### config.mk
export PLATFORM = sky130hd
export DESIGN_NAME = sqrt_seq
export DESIGN_NICKNAME = d
export VERILOG_FILES = /design/src/rtl/sqrt_pkg.sv /design/src/rtl/sqrt_step.sv /design/src/rtl/sqrt_seq.sv
export SDC_FILE = /design/constraint.sdc
export NUM_CORES = 1
export LEC_CHECK = 0
export CAP_MARGIN = 5
export CORE_UTILIZATION = 45
export CTS_BUF_LIST = sky130_fd_sc_hd__clkbuf_4
export DETAILED_ROUTE_END_ITERATION = 6
export DONT_BUFFER_PORTS = 1
export PLACE_DENSITY = 0.71
export SKIP_LAST_GASP = 1
export SLEW_MARGIN = 20
export SYNTH_ARGS = -nofsm -noshare
export SYNTH_HDL_FRONTEND = slang
export SYNTH_HIERARCHICAL = 1
export SYNTH_SLANG_ARGS = --single-unit
export TNS_END_PERCENT = 20
### constraint.sdc
create_clock -name clk -period 4.5 [get_ports clk]
set_input_delay 0.9 -clock clk [delete_from_list [all_inputs] [get_ports clk]]
set_output_delay 0.9 -clock clk [all_outputs]
set_load 0.02 [all_outputs]
### src/rtl/sqrt_pkg.sv
// Shared types and width helpers for the sequential integer square root.
package sqrt_pkg;

    typedef enum logic [1:0] {
        IDLE = 2'd0,
        CALC = 2'd1,
        DONE = 2'd2
    } state_t;

    localparam int unsigned DEFAULT_WIDTH = 128;

    // Root width for a given radicand width.
    function automatic int unsigned root_w(input int unsigned width);
        return width / 2;
    endfunction

    // Delivered remainder width: max remainder is 2*root.
    function automatic int unsigned rem_w(input int unsigned width);
        return width / 2 + 1;
    endfunction

    // Trial-compare width inside one restoring step.
    function automatic int unsigned acc_w(input int unsigned width);
        return width / 2 + 2;
    endfunction

    // Iteration cycles per operation.
    function automatic int unsigned calc_n(input int unsigned width,
                                           input int unsigned bits_per_cycle);
        return (width / 2) / bits_per_cycle;
    endfunction

endpackage

### src/rtl/sqrt_step.sv
// One combinational restoring square-root step: resolves a single root bit.
module sqrt_step #(
    parameter int unsigned RW = 64
) (
    input  logic [RW:0]   rem_i,
    input  logic [RW-1:0] root_i,
    input  logic [1:0]    bits_i,
    output logic [RW:0]   rem_o,
    output logic [RW-1:0] root_o
);

    logic [RW+1:0] rem_sh;
    logic [RW+1:0] trial;
    logic          ge;

    // Bring in two radicand bits, compare against (root<<2)|1 and restore.
    // The difference is taken at RW+1 bits: when ge holds it is at most
    // 2*root, so the dropped top bit is always zero.
    always_comb begin
        rem_sh = {rem_i, bits_i};
        trial  = {root_i, 2'b01};
        ge     = (rem_sh >= trial);
        root_o = {root_i[RW-2:0], ge};
        rem_o  = ge ? (rem_sh[RW:0] - trial[RW:0]) : rem_sh[RW:0];
    end

endmodule

### src/rtl/sqrt_seq.sv
// Iterative integer square root with remainder and valid/ready handshakes.
module sqrt_seq
    import sqrt_pkg::*;
#(
    parameter int unsigned WIDTH          = DEFAULT_WIDTH,
    parameter int unsigned BITS_PER_CYCLE = 1
) (
    input  logic               clk,
    input  logic               rst,
    input  logic               in_valid,
    output logic               in_ready,
    input  logic [WIDTH-1:0]   in_data,
    output logic               out_valid,
    input  logic               out_ready,
    output logic [WIDTH/2-1:0] out_root,
    output logic [WIDTH/2:0]   out_rem,
    output logic               busy
);

    localparam int unsigned RW    = root_w(WIDTH);
    localparam int unsigned REM_W = rem_w(WIDTH);
    localparam int unsigned N     = calc_n(WIDTH, BITS_PER_CYCLE);
    localparam int unsigned CNT_W = (N > 1) ? $clog2(N) : 1;

    state_t             state_q, state_d;
    logic [CNT_W-1:0]   cnt_q, cnt_d;
    logic [WIDTH-1:0]   rad_q, rad_d;
    logic [REM_W-1:0]   rem_q, rem_d;
    logic [RW-1:0]      root_q, root_d;
    logic [RW-1:0]      out_root_q, out_root_d;
    logic [REM_W-1:0]   out_rem_q, out_rem_d;

    logic [REM_W-1:0]   rem_c  [BITS_PER_CYCLE+1];
    logic [RW-1:0]      root_c [BITS_PER_CYCLE+1];

    assign rem_c[0]  = rem_q;
    assign root_c[0] = root_q;

    for (genvar g = 0; g < BITS_PER_CYCLE; g++) begin : g_step
        sqrt_step #(.RW(RW)) u_step (
            .rem_i  (rem_c[g]),
            .root_i (root_c[g]),
            .bits_i (rad_q[WIDTH-1-2*g -: 2]),
            .rem_o  (rem_c[g+1]),
            .root_o (root_c[g+1])
        );
    end

    // State, datapath and result registers; reset wins over everything.
    always_ff @(posedge clk) begin
        if (rst) begin
            state_q    <= IDLE;
            cnt_q      <= '0;
            rad_q      <= '0;
            rem_q      <= '0;
            root_q     <= '0;
            out_root_q <= '0;
            out_rem_q  <= '0;
        end else begin
            state_q    <= state_d;
            cnt_q      <= cnt_d;
            rad_q      <= rad_d;
            rem_q      <= rem_d;
            root_q     <= root_d;
            out_root_q <= out_root_d;
            out_rem_q  <= out_rem_d;
        end
    end

    // Next-state and datapath update; results are captured only on the last
    // step group so the outputs keep the previous result during CALC.
    always_comb begin
        state_d    = state_q;
        cnt_d      = cnt_q;
        rad_d      = rad_q;
        rem_d      = rem_q;
        root_d     = root_q;
        out_root_d = out_root_q;
        out_rem_d  = out_rem_q;
        case (state_q)
            IDLE: begin
                if (in_valid) begin
                    rad_d   = in_data;
                    rem_d   = '0;
                    root_d  = '0;
                    cnt_d   = '0;
                    state_d = CALC;
                end
            end
            CALC: begin
                rad_d  = rad_q << (2 * BITS_PER_CYCLE);
                rem_d  = rem_c[BITS_PER_CYCLE];
                root_d = root_c[BITS_PER_CYCLE];
                if (cnt_q == CNT_W'(N - 1)) begin
                    out_root_d = root_c[BITS_PER_CYCLE];
                    out_rem_d  = rem_c[BITS_PER_CYCLE];
                    state_d    = DONE;
                end else begin
                    cnt_d = cnt_q + 1'b1;
                end
            end
            DONE: begin
                if (out_ready) begin
                    state_d = IDLE;
                end
            end
            default: state_d = IDLE;
        endcase
    end

    assign in_ready  = (state_q == IDLE);
    assign out_valid = (state_q == DONE);
    assign busy      = (state_q != IDLE);
    assign out_root  = out_root_q;
    assign out_rem   = out_rem_q;

endmodule

==> metrics.md <==
| Metric | Value |
|---|---|
| Outcome | complete, but fails checks |
| Failing checks | DRC |
| Final setup fails | 0 |
| Period minus WS final | 3.96 ns |
| Worst-path clk slew | 0.07 ns |
| Die Height | 220 um |
| Crit path max fanout | 7 |
| Vias in the first global route | 18,000 |
| Via count | 18,900 |
| Clk buf depth | 3 |
| Final ANT Viol Nets | 0 |
| Pleak | 8.24 nW |
| Crit Path Category | reg2reg |
| Min-Delay Path Class | in2reg |
| Total area of sequential cells | 7870 um^2 |
| Core ar. | 46,700 um^2 |
| Syn Inst Count | 2,681 |
| Fin. max-slew vios | 0 |
| Skew final | 0.0708 ns |
| Post_cts resized | 0 |
| F_max | 252 MHz |
| First-pass GRT wire length | 91,900 um |
| Worst Setup End Kind | register |
| Post-CTS Hold Buffers | 0 |
| Slew @ Worst Pin | 1.02 ns |
| Hold Vio Cnt, Final | 0 |
| Initial Util | 45.7% |
| Unrepaired setup endpoints after global routing | no |
| GRT Resource Usage Total | 23.1% |
| DRT Wirelength | 56,700 um |
| I/O pin count | 264 |
| # rows | 79 |
| Sink Count | 393 |
| Post-CTS setup buffers | 0 |
| Synth Area per Inst | 7.95 um^2 |
| Vias per cell | 5.94 |
| DRT Pass-1 Iters | 7 |
| Die width | 220 um |
| Ys Warns | 6 |
| H-tree depth | 3 |
| Final worst-path cycle share | 88.1% |
| Setup TNS | 0 ns |
| Max-cap viol count | 0 |
| I/O Buffers | 0 |
| Pin count of the biggest net entering global routing | 393 |
| Mapped Nets | 2,880 |
| CP startpoint kind | register |
| Slew margin rel. | 30.3% |
| TritonCTS clock tree | yes |
| Final Wtd Congestion | 0.919 |
| # fillers | 4,598 |
| Antenna violations before repair | 2 |
| Routed len/inst | 17.8 um |
| Critical Path AT | 4.74 ns |
| Multi-input gate area | 11,000 um^2 |
| Post-DP HPWL | 37,000 um |
| Total gr overflow | 0 |
| Ratio of cells with drive above 1 in the final layout | 11.7% |
| Mapped cell area | 21,300 um^2 |
| Root cell of the clock tree | clkbuf_4 |
| DRC viols | 22 |
| Worst-skew pair later-pin latency | 0.87 ns |
| Fin nets | 2,701 |
| TritonCTS Buffers | 105 |
| Worst EP required | 5.28 ns |
| VDD IR max | 0.000829 V |
| Drt first-iter violations | 1,386 |
| PwrDens | 843 nW/um^2 |
| Final Util | 47.1% |
| Synth-to-Final Area Change | 3.03% |
| Die area | 48,300 um^2 |
## power breakdown
part | total (mW) | switching (mW) | internal [mW] | leakage [nW]
combinational | 11.4 | 7.39 | 3.98 | 4.25
clock | 3.13 | 1.50 | 1.64 | 0.788
sequential | 4.01 | 0.218 | 3.79 | 3.20
## worst paths after layout
kind / start / end / slack [ns] / cells past startpoint
max: root_q[1] / rem_q[61] / 0.54 / 13
min: rst / rad_q[4] / 0.13 / 1
max reg2reg: root_q[1] / rem_q[61] / 0.54 / 13
min reg2reg: rad_q[50] / rad_q[52] / 0.45 / 2
## stage by stage
step           area (um^2)  cells  power [mW]  setup WS [ns]  hold WS (ns)
5_1_grt              22000   3187        20.1          0.303        0.0334
3_3_place_gp         20600   3002        15.1          0.773         0.460
3_5_place_dp         20600   3002        15.3          0.679         0.466
4_1_cts              21900   3181        18.5          0.641        0.0331
2_1_floorplan        21300   2681        12.6           1.65         0.455
6_report             22000   3187        18.5          0.536         0.131
## flip-flops by register name, indices dropped and copies added (netlist names)
name,cells
state_q,2
out_rem,65
rad_q,128
out_root,64
cnt_q,6
rem_q,64
root_q,64
## layout make-up
cell class              count  area share [%]
inverters                 221            3.79
clock inverters            23           0.644
diodes                      6          0.0684
clock buffers             156            5.33
repair buffers             21           0.849
multi-input cells        1760            50.0
flip-flops and latches    393            35.8
well taps                 607            3.46
## placed cells by master, fill, tap and decap left out, types with 7 or more instances in the layout
master and instances:
a31oi_1 7, nand3_1 16, o211ai_1 10, xor2_1 21, dfxtp_1 392, clkinv_1 12
nand4_1 26, a22oi_1 129, nand2_1 378, xnor2_1 31, o21bai_1 16, nor3_1 21
a31o_2 89, clkbuf_4 156, a21o_1 19, buf_4 18, a31o_1 41, nor2_1 316
a21oi_1 92, o21ai_0 92, o21a_1 12, nor4_1 7, nand2b_1 11, a211oi_1 20
a311oi_1 258, inv_1 219, and4_1 9, ha_1 67
## worst max-delay path, cell delays in order, from the launching register on
cell	delay, ns
dfxtp_1	0.41
inv_1	0.07
ha_1	0.42
a21oi_1	0.11
a211oi_1	0.36
o211ai_1	0.21
a31oi_1	0.36
o211ai_1	0.22
a2111oi_2	0.63
o21ai_0	0.27
and4_1	0.26
nor3_1	0.32
a22oi_1	0.12
nor2_1	0.12
## routing by layer
metal	vias to the layer above	GRT usage, %	share of wire, %
met4	0	8.02	2.3
met5	-	0	0
met3	87	8.53	8.9
met1	9036	28.8	43
li1	9247	-	-
met2	560	36.5	46
No activity file was read; power rests on OpenSTA's default activity.
